$ cat src/rtl/muldiv_unit.sv
// muldiv_unit - iterative RV64M multiply/divide execute unit.
//
// Radix-2 datapath that retires one bit per cycle. Multiply is a shift-add on
// operand magnitudes. Divide is a restoring shift-subtract on magnitudes. The
// sign is fixed up in a single correction cycle afterwards. Divide-by-zero and
// signed overflow are resolved at acceptance and skip the iteration phase.
//
// Ports
//   clk     rising-edge clock
//   rst     synchronous active-high reset
//   start   request, sampled only while accepting (IDLE or DONE)
//   md_op   funct3: 0 MUL 1 MULH 2 MULHSU 3 MULHU 4 DIV 5 DIVU 6 REM 7 REMU
//   a, b    rs1 / rs2 operands
//   busy    operation in flight; starts are ignored
//   done    one-cycle pulse, result valid
//   result  held from done until the next operation's done

module muldiv_unit #(
   parameter int XLEN = 64
) (
   input  logic            clk,
   input  logic            rst,
   input  logic            start,
   input  logic [2:0]      md_op,
   input  logic [XLEN-1:0] a,
   input  logic [XLEN-1:0] b,
   output logic            busy,
   output logic            done,
   output logic [XLEN-1:0] result
);

   localparam int            CW   = $clog2(XLEN);
   localparam logic [CW-1:0] LAST = CW'(XLEN - 1);

   typedef enum logic [1:0] {
      S_IDLE = 2'd0,
      S_CALC = 2'd1,
      S_FIX  = 2'd2,
      S_DONE = 2'd3
   } state_t;

   // Latched request: everything the later phases need from acceptance.
   typedef struct packed {
      logic [2:0] op;
      logic       neg;    // negate the final product / quotient / remainder
      logic       fast;   // acc[XLEN-1:0] already holds the final answer
   } req_t;

   state_t          state;
   req_t            req;
   logic [CW-1:0]   cnt;
   logic [XLEN-1:0] opd;      // multiplicand for MUL*, divisor for DIV*
   logic [2*XLEN-1:0] acc;    // MUL*: {partial hi, multiplier/lo}; DIV*: {rem, quo}

   // ---------------- acceptance decode ----------------
   logic            is_div, is_rem, sgn_a, sgn_b, a_neg, b_neg;
   logic            div_zero, div_ovf, fast;
   logic [XLEN-1:0] a_mag, b_mag, fast_val;

   assign is_div = md_op[2];
   assign is_rem = md_op[2] & md_op[1];
   // MUL/MULH/MULHSU treat a as signed; MUL/MULH treat b as signed;
   // DIV/REM treat both as signed.
   assign sgn_a  = md_op[2] ? ~md_op[0] : (md_op[1:0] != 2'b11);
   assign sgn_b  = md_op[2] ? ~md_op[0] : ~md_op[1];
   assign a_neg  = sgn_a & a[XLEN-1];
   assign b_neg  = sgn_b & b[XLEN-1];
   assign a_mag  = a_neg ? ({XLEN{1'b0}} - a) : a;
   assign b_mag  = b_neg ? ({XLEN{1'b0}} - b) : b;

   assign div_zero = is_div & (b == {XLEN{1'b0}});
   assign div_ovf  = is_div & sgn_a & (a == {1'b1, {(XLEN-1){1'b0}}})
                     & (b == {XLEN{1'b1}});
   assign fast     = div_zero | div_ovf;

   always_comb begin
      fast_val = {XLEN{1'b0}};
      if (div_zero)
         fast_val = is_rem ? a : {XLEN{1'b1}};
      else if (div_ovf)
         fast_val = is_rem ? {XLEN{1'b0}} : a;
   end

   // ---------------- iteration step ----------------
   logic [XLEN:0]     msum;
   logic [2*XLEN-1:0] mul_nxt;
   logic [XLEN:0]     trial;
   logic              ge;
   logic [XLEN-1:0]   rsub;
   logic [2*XLEN-1:0] div_nxt;

   assign msum    = {1'b0, acc[2*XLEN-1:XLEN]} + (acc[0] ? {1'b0, opd} : {(XLEN+1){1'b0}});
   assign mul_nxt = {msum, acc[XLEN-1:1]};

   // Shift the next dividend bit into the partial remainder and try the subtract.
   // When it fits, the difference is below the divisor so XLEN bits suffice.
   assign trial   = {acc[2*XLEN-1:XLEN], acc[XLEN-1]};
   assign ge      = trial >= {1'b0, opd};
   assign rsub    = trial[XLEN-1:0] - opd;
   assign div_nxt = ge ? {rsub, acc[XLEN-2:0], 1'b1}
                       : {trial[XLEN-1:0], acc[XLEN-2:0], 1'b0};

   // ---------------- sign correction / output select ----------------
   logic [2*XLEN-1:0] prod_s;
   logic [XLEN-1:0]   fix_val;

   assign prod_s = req.neg ? ({(2*XLEN){1'b0}} - acc) : acc;

   always_comb begin
      fix_val = {XLEN{1'b0}};
      if (req.fast)
         fix_val = acc[XLEN-1:0];
      else if (!req.op[2])
         fix_val = (req.op[1:0] == 2'b00) ? prod_s[XLEN-1:0] : prod_s[2*XLEN-1:XLEN];
      else if (req.op[1])
         fix_val = req.neg ? ({XLEN{1'b0}} - acc[2*XLEN-1:XLEN]) : acc[2*XLEN-1:XLEN];
      else
         fix_val = req.neg ? ({XLEN{1'b0}} - acc[XLEN-1:0]) : acc[XLEN-1:0];
   end

   // ---------------- control FSM ----------------
   always_ff @(posedge clk) begin
      if (rst) begin
         state  <= S_IDLE;
         req    <= '0;
         cnt    <= '0;
         opd    <= '0;
         acc    <= '0;
         busy   <= 1'b0;
         done   <= 1'b0;
         result <= '0;
      end else begin
         case (state)
            S_IDLE, S_DONE: begin
               done <= 1'b0;
               if (start) begin
                  req.op   <= md_op;
                  // remainder follows the dividend; product/quotient the sign xor
                  req.neg  <= is_rem ? a_neg : (a_neg ^ b_neg);
                  req.fast <= fast;
                  cnt      <= '0;
                  busy     <= 1'b1;
                  if (fast) begin
                     acc   <= {{XLEN{1'b0}}, fast_val};
                     opd   <= '0;
                     state <= S_FIX;
                  end else begin
                     acc   <= {{XLEN{1'b0}}, is_div ? a_mag : b_mag};
                     opd   <= is_div ? b_mag : a_mag;
                     state <= S_CALC;
                  end
               end else begin
                  busy  <= 1'b0;
                  state <= S_IDLE;
               end
            end
            S_CALC: begin
               acc <= req.op[2] ? div_nxt : mul_nxt;
               cnt <= cnt + CW'(1);
               if (cnt == LAST)
                  state <= S_FIX;
            end
            S_FIX: begin
               result <= fix_val;
               busy   <= 1'b0;
               done   <= 1'b1;
               state  <= S_DONE;
            end
            default: state <= S_IDLE;
         endcase
      end
   end

endmodule

$ cat config.mk
export PLATFORM = sky130hd
export DESIGN_NAME = muldiv_unit
export DESIGN_NICKNAME = d
export VERILOG_FILES = /design/src/rtl/muldiv_unit.sv
export SDC_FILE = /design/constraint.sdc
export NUM_CORES = 2
export LEC_CHECK = 0
export CAP_MARGIN = 20
export CORE_MARGIN = 2
export CORE_UTILIZATION = 45
export DETAILED_ROUTE_END_ITERATION = 8
export PLACE_DENSITY = 0.7
export RECOVER_POWER = 100
export SLEW_MARGIN = 25
export SYNTH_ARGS = -nofsm -noshare
export SYNTH_HDL_FRONTEND = slang
export SYNTH_SLANG_ARGS = --single-unit
$ cat constraint.sdc
create_clock -name clk -period 4.4 [get_ports clk]
set_input_delay 0.88 -clock clk [delete_from_list [all_inputs] [get_ports clk]]
set_output_delay 0.88 -clock clk [all_outputs]
set_load 0.1 [all_outputs]
==> flow_summary.toml <==
[place]
dp_hpwl_um = 119000
globalplace.congestion = 1.08
placed_cell_area_um2 = 35100
dp_slack_ps = -68.8
dp.cells = 5540
port_buffers = 199

[worst_setup_path]
path_cells = "clkbuf_1 > clkbuf_1 > or2_0 > nor3_1 > a221oi_1 > o21bai_1"
cpPeakStageDelay_ps = 1360
cp.required_ps = 4860
crit_type = "input pin to register"
end_kind = "register"
crit_buf_inv = 2
startpoint_type = "input pin"
slowest_stage = "clkbuf_1"
worstPathMaxFanout = 34
worst-path-stages = 6
critPathLaunch = "rst"
cp_common_cell = "clkbuf_1"
rr_worst_depth = 13
cp.arrival_ps = 4840
crit_family = "buffers and inverters"
worstReg2RegStart = "acc[75]"

[floorplan]
io_pins = 200
start_util_pct = 45.3
core_um2 = 66800
rows = 95
die_area_um2 = 69300
die_y_um = 263
die_w_um = 263

[clocking]
path_clk_slew_ps = 60
clockBufferDepth = 3
cts_root_buf = "clkbuf_16"
cts_hold_buffers = 0
htree_levels = 2
clk_latency_ps = 590
cts_inserted_buffers = 36
cts_tree = "yes"
cts.sinks = 271

[logic_synthesis]
ys_top_cells_by_count = "nand2_1, nor2_1, a21oi_1"
synth-main-ff-cell = "dfxtp_1"
synth_fa_ha_area_share_pct = 5.80
syn_nets = 4711
synth_top_area_share_pct = 17.9
synthCells = 4438
yosys-top-cells-area = "dfxtp_1, a21oi_1, nand2_1"
synth_top_family_by_area = "compound AO/OA/AOI/OAI gates"
synth_cell_types = 94
synth_most_common_cell = "nand2_1"
synth_top_area_cell = "dfxtp_1"
ys_warn_count = 0
synthMuxAreaShare_pct = 3.25
synth-edff-count = 0
synth.cell_area_um2 = 30200
synthSimpleGateAreaFrac_pct = 24.4
synth-seq-cells = 271
synth-compound-area-share_pct = 31.5
avgSynthCellArea_um2 = 6.81
synthArstFlopShare_pct = 0
ys_seq_area_share_pct = 17.9
yosys.area_share.xor_xnor_pct = 10.6

[grt]
grt_overflow = 0
grt_pass1_wl_um = 218000
grt_max_degree = 136
first_global_vias = 33600
track_usage_pct = 41.4
antenna_found_initial = 10

[sta]
tns_ps = 0
slew_headroom_pct = -71.9
tightest_slew_ps = 2580
finalHoldViolCount = 0
finalCriticalPeriod_ps = 4380
setup_viol = 0
drv_slew = 111
rsz0062_at_grt = "false"
max_freq_mhz = 228
finClkSkew_ps = 24.1
setup_ws_ps = 17.3
worst_hold_slack_ps = 451
timing.final.crit_share_pct = 99.6

[power_and_ir_drop]
p_leak_nw = 14.8
power.density_nw_per_um2 = 513
p_total_mw = 18.6
vdd_drop_max_v = 0.000383

[layout]
area_growth_syn_to_layout_pct = 19.8
multi_input_area_um2 = 22900
layoutNonFillerInstCount = 5615
fillers = 6656
fin_area_um2 = 36200
final_layout_size_suffix_gt1_share_pct = 10.9
finish.utilization_pct = 54.2
seqCellArea_um2 = 5440
fin_nets = 4982

[min_path]
min_path_cells = 2
hold_start = "opd[10]"
hp-class = "register to register"

[route]
drt-total-wl_um = 150000
drt-initial-drc-count = 5148
vias = 37200
viasPerCell = 6.62
ant_nets = 0
firstDrtPassIters = 7
wire_per_inst_um = 26.7
drcViolationCount = 0

[outcome]
outcome = "finished, violations left"
violations = "capacitance limit, slew limit"

[job]
max_cap_violations = 3
[where the power goes]
| part | switching (mW) | total [mW] | internal, mW |
|---|---|---|---|
| Combinational | 8.14 | 11.7 | 3.60 |
| Clock | 1.30 | 3.15 | 1.85 |
| Sequential | 0.662 | 3.68 | 3.02 |
| Total | 10.1 | 18.6 | 8.47 |
[kinds of logic after synthesis]
family | Yosys count
fa+ha+maj | 139
compound gates | 1484
simple gates | 1577
flops | 271
buf+inv | 505
xor+xnor | 366
mux | 96
[worst reg2reg max path: stages (launching register included)]
cell and delay [ps]:
dfxtp_1 310, buf_4 190, nor4_1 980, nand2_1 280
or4b_1 710, or2_0 370, or3_1 380, a21oi_1 160
nor3_1 60, a21oi_1 120, clkbuf_2 230, a211oi_1 80
a21oi_1 240, o21ai_1 80
[flip-flops by register name (all words and copies together), names as in the netlist]
register / flops
acc: 128
cnt: 6
done: 1
opd: 64
busy: 1
req: 5
result: 64
state: 2
[what timing repair did]
action / CTS / global route
setup endpoints to repair: 0 / 10
buffers inserted: 0 / 3
resized for setup: 0 / 6
[path summary, 6_finish.rpt]
kind	end	slack, ps
worst max register to register	result[33]	110
worst max-delay path	result[53]	20
worst min-delay path	opd[10]	450
worst min register to register	opd[10]	450
[layer usage]
metal	share of wire [%]	GRT usage (%)	vias to the layer above
li1	-	-	16800
met1	38	52.7	17300
met2	40	60.1	2544
met3	13	11.5	550
met4	8.2	28.8	12
met5	0.054	0	-
[cell usage in the layout, fill, tap and decap left out, drive strengths merged, types with 125 or more instances in the layout]
master and count:
nand2 508, nor2 471, a21oi 406, buf 368
o21ai 364, dfxtp 271, xnor2 199, xor2 167
ha 137, inv 131, clkdlybuf4s50 129, nor3 125
[area by class of cell]
cell class	instances	area share [%]
Inverter	130	1.35
Antenna cell	7	0.0484
Multi-Input combinational cell	3662	63.3
Clock inverter	17	0.667
Sequential cell	271	15.0
Timing Repair Buffer	608	13.9
Tap cell	873	3.02
Clock buffer	47	2.74
(Power assumes the default switching activity.)
